--- config.mk ---
export PLATFORM = sky130hd
export DESIGN_NAME = anim_seq_ctrl
export DESIGN_NICKNAME = d
export VERILOG_FILES = /design/src/rtl/anim_seq_ctrl.sv
export SDC_FILE = /design/constraint.sdc
export NUM_CORES = 1
export LEC_CHECK = 0
export BUFFER_PORTS_ARGS = -buffer_cell sky130_fd_sc_hd__buf_2
export CAP_MARGIN = 20
export CORE_MARGIN = 4
export CORE_UTILIZATION = 45
export CTS_BUF_LIST = sky130_fd_sc_hd__clkbuf_2
export DETAILED_ROUTE_END_ITERATION = 6
export PLACE_DENSITY = 0.67
export SLEW_MARGIN = 20
export SYNTH_ARGS = -nofsm -noshare
export SYNTH_HDL_FRONTEND = slang
export SYNTH_SLANG_ARGS = --single-unit
--- constraint.sdc ---
create_clock -name clk -period 4.73 [get_ports clk]
set_input_delay 1.419 -clock clk [delete_from_list [all_inputs] [get_ports clk]]
set_output_delay 1.419 -clock clk [all_outputs]
set_load 0.005 [all_outputs]
--- src/rtl/anim_seq_ctrl.sv ---
// Animation sequencer for a bank of eight frame decoders: steps a shared
// 5-bit frame index (one-shot, loop or ping-pong) and scans the decoders'
// seven-segment patterns onto a multiplexed display.
module anim_seq_ctrl #(
  parameter int unsigned FRAME_DIV = 2500000,
  parameter int unsigned SCAN_DIV  = 5000
) (
  input  logic        clk,
  input  logic        rst,
  input  logic        start,
  input  logic        stop,
  input  logic        pause_tgl,
  input  logic [1:0]  mode,
  input  logic        dir,
  input  logic [1:0]  speed,
  input  logic [55:0] seg_bus,
  output logic [4:0]  frame,
  output logic        busy,
  output logic        done,
  output logic [6:0]  seg_n,
  output logic [7:0]  dig_n
);

  typedef enum logic [1:0] {
    S_IDLE,
    S_RUN,
    S_PAUSE,
    S_DONE
  } state_e;

  // Frame prescaler must hold (2^24-1) * 2^3 - 1.
  localparam int PW = 27;
  localparam int SW = 16;

  localparam logic [1:0] MODE_ONESHOT  = 2'b00;
  localparam logic [1:0] MODE_PINGPONG = 2'b10;

  state_e          state_q,      state_d;
  logic [4:0]      frame_q,      frame_d;
  logic [PW-1:0]   presc_q,      presc_d;
  logic            pp_down_q,    pp_down_d;
  logic            busy_q,       busy_d;
  logic            done_q,       done_d;
  logic [SW-1:0]   scan_presc_q, scan_presc_d;
  logic [2:0]      digit_q,      digit_d;
  logic [7:0]      dig_n_q,      dig_n_d;
  logic [6:0]      seg_n_q,      seg_n_d;

  logic [PW-1:0]   frame_limit;
  logic            step_tick;
  logic            is_pingpong;
  logic            is_oneshot;
  logic [5:0]      seg_base;

  assign is_pingpong = (mode == MODE_PINGPONG);
  assign is_oneshot  = (mode == MODE_ONESHOT);
  assign frame_limit = (PW'(FRAME_DIV) << speed) - PW'(1);
  assign step_tick   = (state_q == S_RUN) && (presc_q == frame_limit);

  // Next-state for the sequencer FSM, frame index and frame prescaler.
  always_comb begin
    // NOTE: every signal gets a default first so no path can leave it
    // unassigned, which would otherwise infer a latch.
    state_d   = state_q;
    frame_d   = frame_q;
    presc_d   = presc_q;
    pp_down_d = pp_down_q;
    done_d    = 1'b0;

    if (stop) begin
      state_d   = S_IDLE;
      frame_d   = 5'd0;
      presc_d   = '0;
      pp_down_d = 1'b0;
    end else if (start) begin
      state_d   = S_RUN;
      frame_d   = (dir && !is_pingpong) ? 5'd31 : 5'd0;
      presc_d   = '0;
      pp_down_d = 1'b0;
    end else if (pause_tgl && (state_q == S_RUN)) begin
      state_d = S_PAUSE;
    end else if (pause_tgl && (state_q == S_PAUSE)) begin
      state_d = S_RUN;
    end else if (state_q == S_RUN) begin
      if (!step_tick) begin
        presc_d = presc_q + PW'(1);
      end else begin
        presc_d = '0;
        if (is_pingpong) begin
          // Endpoints are shown once: bounce straight to the neighbour.
          if (!pp_down_q) begin
            if (frame_q == 5'd31) begin
              pp_down_d = 1'b1;
              frame_d   = 5'd30;
            end else begin
              frame_d = frame_q + 5'd1;
            end
          end else begin
            if (frame_q == 5'd0) begin
              pp_down_d = 1'b0;
              frame_d   = 5'd1;
            end else begin
              frame_d = frame_q - 5'd1;
            end
          end
        end else if (is_oneshot && (frame_q == (dir ? 5'd0 : 5'd31))) begin
          state_d = S_DONE;
          done_d  = 1'b1;
        end else begin
          // Loop (and the one-shot body) wraps naturally in 5 bits.
          frame_d = dir ? (frame_q - 5'd1) : (frame_q + 5'd1);
        end
      end
    end

    busy_d = (state_d == S_RUN) || (state_d == S_PAUSE);
  end

  // Next-state for the free-running display scan.
  always_comb begin
    scan_presc_d = scan_presc_q + SW'(1);
    digit_d      = digit_q;
    if (scan_presc_q == SW'(SCAN_DIV - 1)) begin
      scan_presc_d = '0;
      digit_d      = digit_q + 3'd1;
    end
    // Both drives derive from the same next digit so they update together.
    seg_base = 6'(digit_d) * 6'd7;
    dig_n_d  = ~(8'd1 << digit_d);
    seg_n_d  = seg_bus[seg_base +: 7];
  end

  // Single register stage for FSM state and every registered output.
  always_ff @(posedge clk) begin
    // NOTE: sequential state uses non-blocking assignments so all flops
    // sample their inputs from the same pre-edge values.
    if (rst) begin
      state_q      <= S_IDLE;
      frame_q      <= 5'd0;
      presc_q      <= '0;
      pp_down_q    <= 1'b0;
      busy_q       <= 1'b0;
      done_q       <= 1'b0;
      scan_presc_q <= '0;
      digit_q      <= 3'd0;
      dig_n_q      <= 8'b1111_1110;
      seg_n_q      <= 7'b111_1111;
    end else begin
      state_q      <= state_d;
      frame_q      <= frame_d;
      presc_q      <= presc_d;
      pp_down_q    <= pp_down_d;
      busy_q       <= busy_d;
      done_q       <= done_d;
      scan_presc_q <= scan_presc_d;
      digit_q      <= digit_d;
      dig_n_q      <= dig_n_d;
      seg_n_q      <= seg_n_d;
    end
  end

  assign frame = frame_q;
  assign busy  = busy_q;
  assign done  = done_q;
  assign seg_n = seg_n_q;
  assign dig_n = dig_n_q;

endmodule

# Word-level counts from Yosys, hierarchy flattened

Index checks and enable logic that the tools add are counted.

Add/sub/neg operators: 6
Multiply operators: 1
Equal/unequal tests: 12
Shift operators: 3
Mux-type cells: 27
Bitwise operators: 5
Reductions and logical operators: 18

Operators by type and width:

| kind                                                                     | count |
|---|---|
| 5-bit two-way mux                                                        | 13 |
| 56-bit by 7-bit variable part select with 7-bit output                   | 1 |
| 27-bit by 1-bit adder with 27-bit output (second input constant)         | 1 |
| 27-bit equality test                                                     | 1 |
| 27-bit two-way mux                                                       | 1 |
| 22-bit by 2-bit << shifter with 27-bit output (first input constant)     | 1 |
| 27-bit by 1-bit subtractor with 27-bit output (second input constant)    | 1 |
| 16-bit by 1-bit adder with 16-bit output (second input constant)         | 1 |
| 16-bit by 13-bit equality test with 1-bit output (second input constant) | 1 |
| 2-bit two-way mux                                                        | 8 |
| 5-bit AND reduction                                                      | 2 |
| 8-bit inverter                                                           | 1 |
| 8-bit OR reduction                                                       | 1 |
| 1-bit by 3-bit << shifter with 8-bit output (first input constant)       | 1 |
| 2-bit equality test (second input constant)                              | 3 |
| 3-bit by 3-bit multiplier with 6-bit output (second input constant)      | 1 |
| 5-bit by 1-bit adder with 5-bit output (second input constant)           | 1 |
| 5-bit equality test                                                      | 1 |
| 5-bit equality test (second input constant)                              | 1 |
| 1-bit logical AND                                                        | 5 |
| 5-bit zero test                                                          | 1 |
| 5-bit by 1-bit subtractor with 5-bit output (second input constant)      | 1 |
| 2-bit by 1-bit equality test with 1-bit output (second input constant)   | 2 |
| 1-bit two-way mux                                                        | 4 |
| other kinds (12)                                                         | 18 |

Register bits: 71
Input port bits: 66
Output and inout port bits: 22
Logic and storage cells: 82

# Depth between registers and ports, before layout

Gate-level depths: netlist of the first run.

Depth in word-level cells: 13
Gate-level depth with buffers: 11
Depth with buffers taken out: 10

# Worst setup path after synthesis of the first run

OpenSTA, ideal clock, no wires.

Path type: input-to-reg
From: input speed[0]
To: register pp_down_q
Setup time: 0.125 ns
Arrival: 3.185 ns
Required time: 4.605 ns
Path slack: 1.420 ns
Stages: 7
Path buffers: 0
Cell sequence: inv_1 > ha_1 > a2111oi_0 > nand3_1 > or4_1 > o31ai_1 > a21oi_1

Longest elaborated chain between the ends: 5

RTL lines:

| element                                       | RTL line | text |
|---|---|---|
| start: declaration                            | 15       | `input logic [1:0] speed,` |
| 22-bit by 2-bit << shifter with 27-bit output | 57       | `assign frame_limit = (PW'(FRAME_DIV) << speed) - PW'(1);` |
| 27-bit by 1-bit subtractor with 27-bit output | 57       |  |
| 27-bit equality test                          | 58       | `assign step_tick = (state_q == S_RUN) && (presc_q == frame_limit);` |
| 1-bit logical AND                             | 58       |  |
| 5-bit AND reduction (no line)                 | --       |  |
| end signal: assignment                        | 152      | `pp_down_q <= pp_down_d;` |
| end: declaration                              | 41       | `logic pp_down_q, pp_down_d;` |

No other way between the ends.
A chain may end at the register's enable or synchronous reset.

# Worst setup path after layout of the first run

From: input speed[0]
To: register presc_q[9]

Longest elaborated chain between the ends: 5

RTL lines:

| element                                       | RTL line | text |
|---|---|---|
| 22-bit by 2-bit << shifter with 27-bit output | 57       |  |
| 27-bit by 1-bit subtractor with 27-bit output | 57       |  |
| 27-bit equality test                          | 58       |  |
| 1-bit logical AND                             | 58       |  |
| 27-bit two-way mux                            | 85       | `if (!step_tick) begin` |
| end signal: assignment                        | 151      | `presc_q <= presc_d;` |
| end: declaration                              | 40       | `logic [PW-1:0] presc_q, presc_d;` |

No other way between the ends.

==> results of run 1 <==
-- power breakdown --
part	internal (W)	leakage [nW]	switching, W
Clock	0.000123	0.0714	0.000214
Combinational	0.0000557	1.23	0.0000645
Sequential	0.000607	0.576	0.00000900
-- logic make-up (layout without fill, tap and decap cells) --
group | after synthesis | after routing | share of synthesized area, %
compound gates | 100 | 100 | 16.7
flops | 71 | 71 | 32.9
buf+inv | 47 | 124 | 5.10
simple gates | 193 | 193 | 23.7
fa+ha+maj | 18 | 18 | 5.21
xor+xnor | 59 | 59 | 12.0
mux | 18 | 18 | 4.35
-- layout by cell type, fill, tap and decap left out, drive strengths merged, types with 2 or more instances in the layout --
cell and count:
nor3 7, a21oi 28, nor4 6, dfxtp 71
and2 5, mux2i 12, buf 89, o311a 4
o31ai 4, a222oi 11, mux2 6, nand2 29
xnor2 30, a211oi 2, a31oi 2, a2111oi 2
nand4 13, nand3b 3, nor2b 6, clkinv 4
a22oi 13, nand2b 4, nor2 71, a221oi 14
and4 4, nor4b 3, clkbuf 10, o311ai 2
inv 20, or3 4, ha 18, nand4b 3
or4 3, and3 3, nand3 22, xor2 29
o21ai 11, or2 4
-- stage by stage --
| step | worst slack [ns] | cells | hold WS, ns | cell area [um^2] | power, W |
|---|---|---|---|---|---|
| 2_1_floorplan | 1.42 | 506 | 0.418 | 4320 | 0.000694 |
| 6_report | 1.31 | 712 | 0.467 | 4890 | 0.00107 |
| 3_3_place_gp | 0.867 | 696 | 0.431 | 4780 | 0.000744 |
| 4_1_cts | 1.34 | 712 | 0.475 | 4890 | 0.00109 |
| 3_5_place_dp | 0.768 | 696 | 0.449 | 4780 | 0.000747 |
| 5_1_grt | 1.15 | 712 | 0.484 | 4890 | 0.00113 |
-- state kept, by name, summed over array words and instances (netlist names), 2 cells and up --
signal        cells
dig_n             8
digit_q           3
frame             5
presc_q          27
scan_presc_q     16
seg_n             7
state_q           2
-- cell usage after synthesis, drive strengths merged (13+ instances only) --
cell,instances
ha,18
dfxtp,71
a221oi,14
a21oi,28
a22oi,13
nand4,13
nand3,22
inv,19
xnor2,30
buf,17
xor2,29
nor2,71
nand2,29
-- routing by layer --
layer	vias to the layer above	wire length, um	global-route usage, %	part of all wire, %
met5	-	0	0	0
met4	0	95	5.92	0.89
met3	12	759	4.01	7.1
met2	171	5040	31.1	47
met1	1815	4750	24.8	45
li1	1970	-	-	-
-- area by class of cell --
type | count | area [um^2]
Tap cell | 129 | 161
Fill cell | 927 | 4390
Clock inverter | 6 | 60.1
Inverter | 19 | 71.3
Clock buffer | 10 | 50.0
Sequential cell | 71 | 1420
Multi-Input combinational cell | 388 | 2680
Timing Repair Buffer | 89 | 450
-- worst min path at each step --
| stage | start | end | depth (start not counted) | slack, ns |
|---|---|---|---|---|
| 3_3_place_gp | scan_presc_q[0]$_SDFF_PP0_ | scan_presc_q[0]$_SDFF_PP0_ | 1 | 0.43 |
| 2_1_floorplan | scan_presc_q[0]$_SDFF_PP0_ | scan_presc_q[0]$_SDFF_PP0_ | 1 | 0.42 |
| 3_5_place_dp | scan_presc_q[0]$_SDFF_PP0_ | scan_presc_q[0]$_SDFF_PP0_ | 1 | 0.45 |
| 6_report | scan_presc_q[0]$_SDFF_PP0_ | scan_presc_q[0]$_SDFF_PP0_ | 1 | 0.47 |
| 5_1_grt | scan_presc_q[0]$_SDFF_PP0_ | scan_presc_q[0]$_SDFF_PP0_ | 1 | 0.48 |
| 4_1_cts | scan_presc_q[0]$_SDFF_PP0_ | scan_presc_q[0]$_SDFF_PP0_ | 1 | 0.48 |
-- worst max-delay path: stages --
cell and delay (ns):
buf_2 0.15, inv_1 0.11, ha_1 0.34, a2111oi_0 0.43
nand3_1 0.23, nor4_4 0.44, or2_1 0.35, buf_4 0.28
nor2_1 0.07
==> impl_metrics.ini, run 1 <==
[clocking]
insertion_delay_ns = 0.50
clockBufferDepth = 2
clk_pin_slew_ns = 0.20
cts-resized-gates = 0
cts_max_level = 3
hold_buffers = 0
cts_buffers = 9
root_buffer = clkbuf_2
post_cts.repair.setup_buffers = 0
cts_sinks = 71
cts_tree = built

[yosys]
ys_seq_elements = 71
avgSynthCellArea_um2 = 8.54
synth_ff_type = dfxtp_1
ys_seq_area_share_pct = 32.9
yosysTopAreaCellShare_pct = 32.9
async_flop_share_pct = 0
ys_types = 59
yosys_warnings = 0
syn_area_mm2 = 0.00432
synth_edf_count = 0
synthTopCellsByArea = dfxtp_1, nor2_1, xnor2_1
synth_top_cell_by_area = dfxtp_1
netlist_instances = 506
syn-num-nets = 590

[route]
ant_nets = 0
vias_per_cell = 5.57
wl_per_cell_um = 14.9
firstDrtPassIters = 7
first_iter_violations = 250
vias = 3968
drt-total-wl_um = 10600
route.detailed.drc = 4

[final_layout]
final_util_pct = 52.7
nNetsFinal = 662
drive_gt1_share_pct = 20.8
syn_to_final_growth_pct = 13.3
diodes = 0

[sta]
fin_skew_ns = 0.0197
setup_tns_ns = 0
fin_crit_sh_pct = 72.3
rsz0062_at_grt = false
finalMaxSlewViolations = 0
finalCriticalPeriod_ns = 3.42
fmax_mhz = 293
worst_pin_slew_ns = 0.808
hold_viol = 0
setup_viol = 0
slew_headroom_pct = 46.0

[critical_path]
worstReg2RegEnd = seg_n[6]$_SDFF_PP1_
cp-start-kind = input pin
cp_max_fo = 17
reg2reg_depth = 6
arrival_ns = 3.83
r2r_start = scan_presc_q[13]$_SDFF_PP0_
crit_path_end = presc_q[9]$_SDFFE_PP0P_
cp-end-kind = register
crit_start = speed[0]
crit_type = input pin to register
cp.required_ns = 5.14
r2r_slack_ns = 1.97

[global_routing]
grt_usage_pct = 18.9
grt_pass1_wl_um = 17600
grt_max_degree = 30
grt_pass1_vias = 3772
antenna_found_initial = 0
grt_overflow = 0

[floorplan]
start_util_pct = 46.5
die_x_um = 106
die_h_um = 106
rows = 35
fp.coreArea_mm2 = 0.00928
ios = 88
dieArea_mm2 = 0.0112

[power_and_ir_drop]
p_leak_nw = 1.87
pwr_density_cell_mw_per_mm2 = 219
vdd_drop_max_v = 0.000101

[run]
maxCapViolations = 0

[status]
violations = design-rule violations
status = finished with violations

[placement]
portBuffers = 87
gp_congestion = 0.874
dpl.hpwl_um = 8090

[hold_path]
holdCritPathClass = register to register
(Power assumes the default switching activity.)
==> inputs of run 2 (changes only) <==
==> constraint.sdc (replaced) <==
create_clock -name clk -period 3.26 [get_ports clk]
set_input_delay 0.978 -clock clk [delete_from_list [all_inputs] [get_ports clk]]
set_output_delay 0.978 -clock clk [all_outputs]
set_load 0.005 [all_outputs]
==> impl_metrics.ini, run 2 (synthesis gave the netlist of run 1 again) <==
[status]
status = finished clean

[final_layout]
mostFrequentLayoutCells = buf_2, dfxtp_1, nor2_1
regMostFlops = presc_q
regArea_mm2 = 0.00142
drive_gt1_share_pct = 21.8
diodes = 0
fillers = 887
multi_input_area_mm2 = 0.00268
nNetsFinal = 667
final_cells = 717
syn_to_final_growth_pct = 15.1
final_common_cell = buf_2
final_util_pct = 53.5
largest_reg_flops = 27

[clocking]
insertion_delay_ns = 0.50
post_cts.repair.setup_buffers = 0
clockBufferDepth = 2
cts_buffers = 9
cts_sinks = 71
cts_tree = built
root_buffer = clkbuf_2
hold_buffers = 0
cts_max_level = 3
cts-resized-gates = 0
clk_pin_slew_ns = 0.22

[critical_path]
crit_type = register to register
cp-end-kind = register
cp.required_ns = 3.61
r2r_start = scan_presc_q[3]$_SDFF_PP0_
reg2reg_depth = 7
crit_start = scan_presc_q[3]$_SDFF_PP0_
arrival_ns = 3.08
cp-start-kind = register
cp_max_fo = 14

[sta]
layout_setup_ws_ns = 0.524
fin_skew_ns = 0.0330
setup_viol = 0
fin_crit_sh_pct = 83.9
fmax_mhz = 365
setup_tns_ns = 0
slew_headroom_pct = 47.3
finalMaxSlewViolations = 0
hold_viol = 0
rsz0062_at_grt = false
finalCriticalPeriod_ns = 2.74
worst_pin_slew_ns = 0.788

[route]
drt-total-wl_um = 10700
route.detailed.drc = 0
ant_nets = 0
vias = 3992
vias_per_cell = 5.57
first_iter_violations = 267
firstDrtPassIters = 7
wl_per_cell_um = 15.0

[global_routing]
grt_overflow = 0
grt_max_degree = 26
antenna_found_initial = 0
grt_pass1_wl_um = 17800
grt_pass1_vias = 3804
grt_usage_pct = 19.2

[floorplan]
die_x_um = 106
start_util_pct = 46.5
rows = 35
ios = 88
fp.coreArea_mm2 = 0.00928
die_h_um = 106
dieArea_mm2 = 0.0112

[placement]
dpl.hpwl_um = 8260
placedCellCount = 701
portBuffers = 87
pre_cts_slack_ns = 0.0242
gp_congestion = 0.899

[hold_path]
holdCritPathClass = register to register
hp-start = scan_presc_q[0]$_SDFF_PP0_
whs_path_depth = 1

[power_and_ir_drop]
vdd_drop_max_v = 0.000157
pwr_density_cell_mw_per_mm2 = 331
p_leak_nw = 1.92

[run]
maxCapViolations = 0
## run 2: cell type report
cell class                 instances  share of cell area (%)
multi-input combinational        388                    53.9
sequential                        71                    28.6
timing repair buffer              94                    10.1
tap                              129                    3.25
clock inverter                     5                    1.66
inverter                          19                    1.44
clock buffer                      11                    1.11
## run 2: final timing paths
check                           slack, ns                    endpoint
worst max register to register       0.52         seg_n[6]$_SDFF_PP1_
worst min-delay path                 0.47  scan_presc_q[0]$_SDFF_PP0_
worst max-delay path                 0.52         seg_n[6]$_SDFF_PP1_
worst min register to register       0.47  scan_presc_q[0]$_SDFF_PP0_
## run 2: routing by layer
metal  vias to the layer above  global-route usage (%)  share of wire [%]
met5                         -                       0                  0
met4                         0                    5.55                1.1
met3                        12                    5.59                7.2
met2                       151                    31.5                 47
met1                      1855                    24.6                 44
li1                       1974                       -                  -
## run 2: per-stage QoR
stage	area [um^2]	hold WS, ns	power [W]
after global placement	4830	0.429	0.00108
after detailed placement	4830	0.440	0.00109
final	4970	0.465	0.00165
after global routing	4970	0.492	0.00174
after CTS	4970	0.465	0.00167
after floorplan	4320	0.418	0.00101
## run 2: worst max-delay path, cell delays in order (launching register included)
cell and delay [ns]:
dfxtp_1 0.42, or4_1 0.54, nor4_4 0.48, buf_4 0.30, nand2_2 0.08, xor2_1 0.17
nor2_2 0.42, a32oi_1 0.17
## run 2: power by group
| part | switching (W) | leakage (nW) | total [W] | internal [W] |
|---|---|---|---|---|
| Clock | 0.000314 | 0.0861 | 0.000576 | 0.000262 |
| Sequential | 0.0000130 | 0.576 | 0.000894 | 0.000881 |
| Combinational | 0.0000934 | 1.26 | 0.000177 | 0.0000836 |
| Total | 0.000420 | 1.92 | 0.00165 | 0.00123 |
==> inputs of run 3 (changes only) <==
--- a/config.mk
+++ b/config.mk
@@ -11,7 +11,7 @@
 export CORE_UTILIZATION = 45
 export CTS_BUF_LIST = sky130_fd_sc_hd__clkbuf_2
 export DETAILED_ROUTE_END_ITERATION = 6
-export PLACE_DENSITY = 0.67
+export PLACE_DENSITY = 0.7
 export SLEW_MARGIN = 20
 export SYNTH_ARGS = -nofsm -noshare
 export SYNTH_HDL_FRONTEND = slang
==> constraint.sdc (replaced) <==
create_clock -name clk -period 2.2 [get_ports clk]
set_input_delay 0.66 -clock clk [delete_from_list [all_inputs] [get_ports clk]]
set_output_delay 0.66 -clock clk [all_outputs]
set_load 0.005 [all_outputs]
==> impl_metrics.ini, run 3 (synthesis gave the netlist of run 1 again) <==
[power_and_ir_drop]
p_leak_nw = 2.25
power_w = 0.00247
pwr_density_cell_mw_per_mm2 = 441
vdd_drop_max_v = 0.000334

[critical_path]
crit_type = register to register
cp-end-kind = register
r2r_slack_ns = -0.13
reg2reg_depth = 10
path_cells = or4_4, nor4_4, buf_6, buf_6, nand2_4, xor2_2, buf_4, nor2_4, buf_6, a32oi_1
cpPeakStageDelay_ns = 0.55
cp_max_fo = 6
slowest_stage = or4_4
cp-start-kind = register
cp_common_cell = buf_6
arrival_ns = 2.69
cp.required_ns = 2.57

[floorplan]
dieArea_mm2 = 0.0112
die_x_um = 106
ios = 88
rows = 35
fp.coreArea_mm2 = 0.00928
die_h_um = 106
start_util_pct = 46.5

[final_layout]
regMostFlops = presc_q
final_cells = 774
finalInstanceArea_mm2 = 0.00561
drive_gt1_share_pct = 33.6
final_common_cell = buf_2
largest_reg_flops = 27
multi_input_area_mm2 = 0.00284
nNetsFinal = 725
fillers = 834
regArea_mm2 = 0.00143
syn_to_final_growth_pct = 30.0
diodes = 0
mostFrequentLayoutCells = buf_2, nor2_1, dfxtp_1

[global_routing]
grt_usage_pct = 20.6
grt_max_degree = 26
grt_pass1_vias = 4284
grt_overflow = 0
grt_pass1_wl_um = 19300
antenna_found_initial = 0

[sta]
fin_skew_ns = 0.0347
fin_crit_sh_pct = 106
hold_viol = 0
finalMaxSlewViolations = 0
fmax_mhz = 429
worst_pin_slew_ns = 0.644
finalCriticalPeriod_ns = 2.33
layout_setup_ws_ns = -0.130
setup_viol = 12
slew_headroom_pct = 57.0
rsz0062_at_grt = true

[clocking]
clockBufferDepth = 2
cts_max_level = 3
cts_tree = built
clk_pin_slew_ns = 0.20
hold_buffers = 0
insertion_delay_ns = 0.50
cts_buffers = 9
cts_sinks = 71
root_buffer = clkbuf_2

[route]
drt-total-wl_um = 11400
ant_nets = 0
route.detailed.drc = 0
first_iter_violations = 251
vias_per_cell = 5.42
firstDrtPassIters = 6
vias = 4193
wl_per_cell_um = 14.7

[hold_path]
whs_path_depth = 3
holdCritPathClass = input pin to register

[run]
maxCapViolations = 0

[placement]
dpl.hpwl_um = 8600
placed_cell_area_mm2 = 0.00534
pre_cts_slack_ns = -0.625
gp_congestion = 0.932
placedCellCount = 754
portBuffers = 87

[status]
status = finished with violations
violations = negative setup slack
-- run 3: cell types whose count changed in the layout (fill, tap and decap cells not counted), moves of 4 or more --
cell / before / now
ha_4: 0 / 4
buf_4: 6 / 60
inv_1: 19 / 14
buf_6: 0 / 5
ha_1: 18 / 10
dfxtp_1: 71 / 66
ha_2: 0 / 4
-- run 3: power breakdown --
part | leakage, nW | switching [W] | internal (W)
registers | 0.579 | 0.0000128 | 0.00130
logic | 1.60 | 0.000166 | 0.000161
clock network | 0.0777 | 0.000463 | 0.000368
total | 2.25 | 0.000641 | 0.00183
-- run 3: path summary, 6_finish.rpt --
path	startpoint	end
max	scan_presc_q[11]$_SDFF_PP0_	seg_n[6]$_SDFF_PP1_
min	seg_bus[41]	seg_n[6]$_SDFF_PP1_
max reg2reg	scan_presc_q[11]$_SDFF_PP0_	seg_n[6]$_SDFF_PP1_
min reg2reg	presc_q[1]$_SDFFE_PP0P_	presc_q[1]$_SDFFE_PP0P_
-- run 3: critical path, delay by kind of cell (launching register included) --
| family | cells | cell delay (ns) |
|---|---|---|
| xor gates and xnor gates | 1 | 0.15 |
| DFF | 1 | 0.36 |
| buffers and inverters | 4 | 0.59 |
| and+or+nand+nor | 4 | 1.04 |
| AOI/OAI and AO/OA | 1 | 0.09 |
-- run 3: what timing repair did --
item | CTS | global route
buffers inserted | 2 | 1
pin swaps | 5 | 5
cloned | 2 | 0
gates resized for setup | 17 | 17
endpoints found under the setup margin | 19 | 63
-- run 3: layout make-up --
type / count / area share (%)
multi-input cells: 388 / 50.5
repair buffers: 152 / 17.1
clock buffers: 9 / 0.802
flip-flops and latches: 71 / 25.5
inverters: 19 / 1.69
well taps: 129 / 2.88
clock inverters: 6 / 1.54
-- run 3: routing by layer --
metal,global-route usage (%),routed length (um)
met1,26.6,5050
met2,34.4,5540
met3,3.64,616
met4,7.59,183
met5,0,0
-- run 3: metrics by stage --
stage	hold slack, ns	util, %	TNS (ns)
detailed placement	0.468	57.5	-19.56
finish	0.450	60.5	-1.06
CTS	0.406	59.9	-1.35
global route	0.427	60.5	-2.98
global placement	0.460	57.5	-17.82
floorplan	0.418	-	-4.79
